$ cat src/rtl/serial_adder_ctrl_pkg.sv
// -----------------------------------------------------------------------------
// serial_adder_ctrl_pkg
//   Shared definitions for the bit-serial adder controller.
//   - DEFAULT_WIDTH : default operand/result width in bits.
//   - state_e       : control FSM encoding (IDLE=00, RUN=01, DONE=10).
// -----------------------------------------------------------------------------
package serial_adder_ctrl_pkg;

  localparam int DEFAULT_WIDTH = 8;

  typedef enum logic [1:0] {
    S_IDLE = 2'b00,
    S_RUN  = 2'b01,
    S_DONE = 2'b10
  } state_e;

endpackage : serial_adder_ctrl_pkg

$ cat src/rtl/full_adder_bit.sv
// -----------------------------------------------------------------------------
// full_adder_bit
//   Purely combinational 1-bit full adder; the serial adder reuses one
//   instance of it for every bit position.
//   Ports:
//     a, b  in  1  addend bits
//     cin   in  1  carry in
//     sum   out 1  a ^ b ^ cin
//     cout  out 1  majority(a, b, cin)
// -----------------------------------------------------------------------------
module full_adder_bit (
  input  logic a,
  input  logic b,
  input  logic cin,
  output logic sum,
  output logic cout
);

  logic half_sum;

  assign half_sum = a ^ b;
  assign sum      = half_sum ^ cin;
  assign cout     = (a & b) | (cin & half_sum);

endmodule : full_adder_bit

$ cat src/rtl/serial_adder_ctrl.sv
// -----------------------------------------------------------------------------
// serial_adder_ctrl
//   Bit-serial adder: one full adder is time-shared over WIDTH clock cycles,
//   bit 0 first, producing {cout,sum} = a + b + cin.
//
//   Ports:
//     clk        in   1      rising-edge clock
//     rst_n      in   1      asynchronous active-low reset
//     start      in   1      request an addition (honoured only in IDLE)
//     a, b       in   WIDTH  operands, captured when start is accepted
//     cin        in   1      carry in, captured when start is accepted
//     busy       out  1      high while the FSM is in RUN
//     done       out  1      one-cycle pulse (FSM in DONE), result valid
//     sum        out  WIDTH  result, assembled LSB first
//     cout       out  1      final carry out
//     dbg_state  out  2      current FSM state (state_e encoding)
//
//   Handshake: start is a request sampled on a rising edge; it is accepted
//   only when the FSM is IDLE and is otherwise dropped (no queuing). An
//   accepted start produces exactly one done pulse WIDTH+1 cycles later
//   unless reset intervenes. sum/cout hold from done until the next accepted
//   start.
// -----------------------------------------------------------------------------
module serial_adder_ctrl
  import serial_adder_ctrl_pkg::*;
#(
  parameter int WIDTH = DEFAULT_WIDTH
) (
  input  logic             clk,
  input  logic             rst_n,
  input  logic             start,
  input  logic [WIDTH-1:0] a,
  input  logic [WIDTH-1:0] b,
  input  logic             cin,
  output logic             busy,
  output logic             done,
  output logic [WIDTH-1:0] sum,
  output logic             cout,
  output logic [1:0]       dbg_state
);

  localparam int CNT_W = $clog2(WIDTH);
  localparam logic [CNT_W-1:0] LAST_BIT = CNT_W'(WIDTH - 1);

  state_e           state_q;
  state_e           state_d;

  logic [WIDTH-1:0] a_sr;
  logic [WIDTH-1:0] b_sr;
  logic [WIDTH-1:0] sum_sr;
  logic             carry_q;
  logic             cout_q;
  logic [CNT_W-1:0] cnt_q;

  logic             fa_sum;
  logic             fa_cout;
  logic             accept;
  logic             last_bit;

  assign accept   = (state_q == S_IDLE) && start;
  assign last_bit = (state_q == S_RUN) && (cnt_q == LAST_BIT);

  // Single shared 1-bit adder fed from the operand LSBs and the carry flop.
  full_adder_bit u_fa (
    .a    (a_sr[0]),
    .b    (b_sr[0]),
    .cin  (carry_q),
    .sum  (fa_sum),
    .cout (fa_cout)
  );

  // ---------------------------------------------------------------------------
  // FSM: state register
  // ---------------------------------------------------------------------------
  always_ff @(posedge clk or negedge rst_n) begin
    if (!rst_n) begin
      state_q <= S_IDLE;
    end else begin
      state_q <= state_d;
    end
  end

  // ---------------------------------------------------------------------------
  // FSM: next state and decoded outputs
  // ---------------------------------------------------------------------------
  always_comb begin
    state_d = state_q;
    busy    = 1'b0;
    done    = 1'b0;
    case (state_q)
      S_IDLE: begin
        if (start) begin
          state_d = S_RUN;
        end
      end
      S_RUN: begin
        busy = 1'b1;
        if (cnt_q == LAST_BIT) begin
          state_d = S_DONE;
        end
      end
      S_DONE: begin
        done    = 1'b1;
        state_d = S_IDLE;
      end
      default: begin
        state_d = S_IDLE;
      end
    endcase
  end

  // ---------------------------------------------------------------------------
  // Shift datapath and bit counter
  // ---------------------------------------------------------------------------
  always_ff @(posedge clk or negedge rst_n) begin
    if (!rst_n) begin
      a_sr    <= '0;
      b_sr    <= '0;
      sum_sr  <= '0;
      carry_q <= 1'b0;
      cout_q  <= 1'b0;
      cnt_q   <= '0;
    end else if (accept) begin
      a_sr    <= a;
      b_sr    <= b;
      sum_sr  <= '0;
      carry_q <= cin;
      cout_q  <= 1'b0;
      cnt_q   <= '0;
    end else if (state_q == S_RUN) begin
      a_sr    <= a_sr >> 1;
      b_sr    <= b_sr >> 1;
      // New bit enters at the MSB; after WIDTH shifts bit 0 sits at the LSB.
      sum_sr  <= {fa_sum, sum_sr[WIDTH-1:1]};
      carry_q <= fa_cout;
      if (last_bit) begin
        // Capture the final carry separately so cout is only ever a
        // finished result; the counter stops here instead of wrapping.
        cout_q <= fa_cout;
      end else begin
        cnt_q  <= cnt_q + CNT_W'(1);
      end
    end
  end

  assign sum       = sum_sr;
  assign cout      = cout_q;
  assign dbg_state = state_q;

endmodule : serial_adder_ctrl
$ cat config.mk
export PLATFORM = sky130hd
export DESIGN_NAME = serial_adder_ctrl
export DESIGN_NICKNAME = d
export VERILOG_FILES = /design/src/rtl/serial_adder_ctrl_pkg.sv /design/src/rtl/full_adder_bit.sv /design/src/rtl/serial_adder_ctrl.sv
export SDC_FILE = /design/constraint.sdc
export NUM_CORES = 1
export LEC_CHECK = 0
export CAP_MARGIN = 20
export CORE_MARGIN = 5
export CORE_UTILIZATION = 40
export DETAILED_ROUTE_END_ITERATION = 12
export PLACE_DENSITY = 0.65
export SYNTH_ARGS = -nofsm -noshare
export SYNTH_HDL_FRONTEND = slang
export SYNTH_SLANG_ARGS = --single-unit
$ cat constraint.sdc
create_clock -name clk -period 2.75 [get_ports clk]
set_input_delay 0.4125 -clock clk [delete_from_list [all_inputs] [get_ports clk]]
set_output_delay 0.4125 -clock clk [all_outputs]
set_load 0.01 [all_outputs]
==> run metrics <==
share of layout cells above drive strength 1=around 8.5%; vias in the first global route=1190; Pint=roughly 1.2 mW; delay-heaviest family, CP=buffers and inverters; Area Overhead vs Synth=30.5%; Layout Skew=4.51 ps; PnR worst setup slack=445 ps; Avg Cell Area, Syn=between 10 and 15 sq um; Synth Register Bits=31; CP Data Arrival Time=approximately 1900 ps; Most used DFF post-synth=dfrtp_1; routed wire length=between 3000 and 4000 microns; Post-Syn Nets=around 150; Num CTS Buffers=5; LEAKAGE=about 0.76 nW; HPWL Detailed=between 2000 and 2500 microns; synth unique cells=29; Yosys Warn Count=0; final hold violations=0; register share of total power=43.0%; ys async rst share=100%; pre-CTS worst setup slack=approximately 810 ps; Setup Fix Bufs, Post-CTS=0; DRC Markers=0; EDFF count, synth=0; required time of the critical path=~2300 ps; crit path max fanout=12; number of vias per cell=between 5 and 6; Least-Margin Pin Slew=595 ps; sequential share of the synthesized area=between 50% and 60%; DRT Pass-1 Iters=4; Core Util, Final=a little over half; routability-driven placement congestion ratio=0.759; status=completed; critical path cell sequence=nand2b_2 -> clkinv_1 -> clkdlybuf4s50_1; NetSw=between 0.6 and 0.7 mW; clk_lat worst skew=330 ps; fin crit period=2300 ps; placed cells=202; headroom to the max-slew limit=between 60% and 70%; Clk network pwr share=between 10% and 20%; Total Nets Final=approximately 190; I/O Pins=33; pwr/cell area=approximately 1100 nW/um^2; GRT Util Overall=between 15 and 20%; Max Root-Sink Buffers=2; worst min-delay path class=in2async; Max Fclk=between 400 and 500 MHz; final setup vio count=0; CORE AREA=between 3000 and 4000 sq um; WL per Instance=roughly 15 microns; Crit Path Category=reg2out; Hold Slack=~470 ps; Comb pwr share=between 40% and 50%; period utilization=83.8%; floorplan die height=between 60 and 70 microns; Fillers=roughly 320; CP max stage cell=dfrtp_1; largest net degree at the start of global routing=32; Resized cells post-CTS=0; CTS root buf=clkbuf_4; die area=4690 sq um; Port Buffers=32; number of nets with antenna violations after detailed routing=0; Pins Over Slew Limit=0; H-Tree Depth=2; first-pass GRT wire length=between 5000 and 6000 microns; MaxCap Viol Count=0; RSZ-0062 raised after global routing=false; Post-Syn Area=1370 sq um; Ant. Diodes=0; slowest stage delay, CP=around 550 ps; CP endpoint kind=output port; Final Non-Filler Cells=210; clk sinks=31; CTS Hold Bufs=0; Setup crit start kind=register; Buffers & Inverters on Critical Path=2; clock tree from TritonCTS=done; Clk pin slew, worst setup/hold paths=about 90 ps; DRT iter0 DRCs=70; switching share of power=between 30% and 40%; via count=around 1.1k; Die Wd=between 60 and 70 microns; Starting Density=between 40 and 50%; GR Overflow Total=0; Row Count=21; initial antenna violation count=0; Syn Inst Count=130; setup TNS=0 ps; VDD IR max=between 400 and 500 uV
-- final timing paths --
path                                           from                   to  slack [ps]  cells after the start
max                        dbg_state[1]$_DFFE_PN0P_                 busy         450                      3
min                                           rst_n  b_sr[0]$_DFFE_PN0P_         470                      2
max reg2reg                dbg_state[0]$_DFFE_PN0P_  b_sr[4]$_DFFE_PN0P_        1200                      3
min reg2reg                      sum[7]$_DFFE_PN0P_   sum[7]$_DFFE_PN0P_         520                      2
max in group asynchronous                     rst_n     cout$_DFFE_PN0P_        1990                      2
min in group clk                 sum[7]$_DFFE_PN0P_   sum[7]$_DFFE_PN0P_         520                      2
-- worst register-to-register path: cells and delay by family, from the launching register on --
family,cells,cell delay [ps]
simple gates,1,490
compound gates,2,360
flops,1,630
-- power groups by stage --
| stage | Sequential, mW | Combinational (mW) | Clock, mW |
|---|---|---|---|
| 2_1_floorplan | 0.810 | 0.505 | 0 |
| 3_3_place_gp | 0.824 | 0.775 | 0 |
| 3_5_place_dp | 0.827 | 0.800 | 0 |
| 4_1_cts | 0.822 | 0.801 | 0.313 |
| 5_1_grt | 0.848 | 0.883 | 0.337 |
| 6_report | 0.822 | 0.787 | 0.301 |
-- stage by stage --
| stage | power (mW) | area (sq um) |
|---|---|---|
| after floorplan | 1.31 | 1370 |
| after global placement | 1.60 | 1720 |
| after detailed placement | 1.63 | 1720 |
| after CTS | 1.94 | 1780 |
| after global routing | 2.07 | 1780 |
| final | 1.91 | 1780 |
-- routing by layer --
layer  track usage [%]  part of all wire, %
met1              16.6                   42
met2              25.6                   47
met3              6.57                  7.4
met4              8.68                  3.3
met5                 0                    0
-- cells in the mapped netlist (2+ instances only) --
cell,n,area share (%)
nor2_1,17,4.7
o21ai_0,4,1.5
ha_1,2,1.8
buf_2,3,1.1
inv_1,3,0.82
a32o_1,2,1.5
nor3b_1,2,1.1
a21oi_1,16,5.9
clkbuf_1,2,0.55
nand2_1,5,1.4
nor3_1,3,1.1
o22ai_1,14,6.4
clkinv_1,2,0.55
dfrtp_1,31,57
nor4b_1,2,1.3
buf_4,3,1.6
a22o_1,7,4.5
-- cells by family after synthesis --
group,share of synthesized area [%]
AOI/OAI and AO/OA,22.4
and+or+nand+nor,11.9
DFF,56.7
buffers and inverters,4.94
adders and majority gates,3.29
muxes,0.732
-- placed cells by master, fill, tap and decap left out --
master            n
a211oi_1          1
a21oi_1          16
a22o_1            7
a32o_1            2
and3_1            1
buf_4             2
clkbuf_1          1
clkbuf_4          5
clkbuf_8          2
clkdlybuf4s50_1  32
clkinv_1          2
dfrtp_1          31
fa_1              1
ha_1              2
inv_1             3
inv_2             1
mux2i_1           1
nand2_1           5
nand2b_1          1
nand2b_2          1
nand3_1           1
nor2_1           17
nor3_1            3
nor3b_1           2
nor4b_1           2
o21ai_0           4
o21ba_2           1
o21bai_2          1
o22ai_1          14
o311ai_0          1
or2_2             1
-- flip-flops by register name, summed over array words and instances, names as in the netlist --
name	flops
sum	8
dbg_state	2
cout	1
cnt_q	3
a_sr	8
b_sr	8
carry_q	1
-- cell type report --
type	instances	area, sq um	share of cell area (%)
Clock buffer	8	68.8	3.86
Tap cell	46	57.6	3.23
Inverter	6	22.5	1.26
Sequential cell	31	776	43.5
Multi-Input combinational cell	85	524	29.4
Timing Repair Buffer	34	335	18.8
Note: power is estimated with default switching activity, not from simulation.
==> RTL change (same flow settings) <==
Make the reset (`rst_n`) synchronous in 2 clocked blocks. Comments in the files are not updated.
--- a/src/rtl/serial_adder_ctrl.sv
+++ b/src/rtl/serial_adder_ctrl.sv
@@ -74,3 +74,3 @@
   // ---------------------------------------------------------------------------
-  always_ff @(posedge clk or negedge rst_n) begin
+  always_ff @(posedge clk) begin
     if (!rst_n) begin
@@ -114,3 +114,3 @@
   // ---------------------------------------------------------------------------
-  always_ff @(posedge clk or negedge rst_n) begin
+  always_ff @(posedge clk) begin
     if (!rst_n) begin
Function: differs if rst_n is asserted again (counterexample within 4 cycles, from zero or initial values and one cycle with rst_n low); with rst_n held inactive, the same outputs for 10 cycles.
==> RTL change against the original RTL <==
  * Wire length decreased by 3.5%
  * Die area increased by 5.1%
  * Setup slack improved by 250 ps
  * Sequential cell count unchanged
  * Global-route usage decreased by 2.4 points
  * Design area increased by 3.0%
  * Synthesized area increased by 6.0%
  * Critical path type unchanged
Power is not compared: it rests on default switching activity, and its combinational part moved more than twofold at a synthesized area within 25%.
==> RTL change: results <==
[run_status]
outcome = "finished clean"

[cells_and_area]
drive_gt1_share_pct = 13.7
fin_area_um2 = 1840
final_cells = 236
finalNetCount = 212
diodes = 0
n_fill_cell = 351

[clocking]
clockBufferDepth = 2
cts_setup_buffers = 0
post_cts_resize_count = 0
cts_made_buffers = 5
clock_latency_ps = 330
clk_pin_slew_ps = 90

[grt]
grt_use_met1_pct = 15.9
grt_pass1_wl_mm = 5.27
globalRouteTotalUtil_pct = 13.2
grt_max_degree = 38
grt_pass1_vias = 1162
antenna_found_initial = 0
use_met2_pct = 21.1
grt_use_met3_pct = 4.59

[sta]
slew_violations = 0
skew_ps = 9.73
tightest_slew_ps = 755

[synth]
synth_cell_type_count = 27
synth_nets = 183
synthAdderAreaFrac_pct = 3.11
synth_flop_cell = "dfxtp_1"
async_reset_ff_share_pct = 0
muxShareOfSynthArea_pct = 0.690
synthXorXnorAreaFrac_pct = 0.604
synth_common_cells = "31 x dfxtp_1, 26 x a21oi_1, 18 x nand2_1, 18 x nor2b_1, 16 x nor2_1"
yosysSeqAreaShare_pct = 42.8
avgSynthCellArea_um2 = 9.06
synth_compound_area_share_pct = 23.2
netlist_top_cells_area = "dfxtp_1 43%, a21oi_1 9.0%, nor2b_1 7.8%"

[place]
place_area_um2 = 1770
portBuffers = 32
pre_cts_ws_ps = 735
gp_congestion = 0.736
placed_cells = 228
dp_hpwl_mm = 2.09

[critical_path]
cpMaxStageDelayCell = "clkdlybuf4s50_1"
cp_max_fo = 22
cp.arrival_ps = 1640

[routing]
via_per_inst = 5.03
wl_met2_mm = 1.46
met3WireLength_um = 108
routed_wirelength_mm = 3.01
met1_length_mm = 1.40
drtIter0Drc = 87

[power_and_ir_drop]
leakagePower_nw = 0.691

[worst_hold_path]
hold_path_class = "flop to flop"
==> RTL change: worst register-to-register path, stage by stage, from the launching register on <==
cell,delay (ps)
dfxtp_1,350
buf_4,330
nor2_4,90
nor2_4,310
o221a_2,260
==> RTL change: power by group through the flow <==
stage	Combinational, mW	Sequential [mW]	Clock (mW)
after floorplan	0.103	0.497	0
after global placement	0.147	0.498	0
after detailed placement	0.149	0.499	0
after CTS	0.150	0.489	0.315
after global routing	0.164	0.492	0.338
final	0.148	0.489	0.305
==> RTL change: layout make-up <==
type / instances / share of cell area [%]
clock buffers: 8 / 3.74
inverters: 2 / 0.408
multi-input cells: 113 / 39.9
well taps: 46 / 3.13
flip-flops and latches: 31 / 33.8
repair buffers: 36 / 19.1
==> RTL change: worst paths after layout <==
check / from / endpoint / slack (ps) / cells after the start
worst min-delay path: sum[0] / sum[0] / 460 / 2
worst min register to register: sum[0] / sum[0] / 460 / 2
worst max-delay path: dbg_state[1] / done / 700 / 3
worst max register to register: dbg_state[0] / carry_q / 1380 / 4
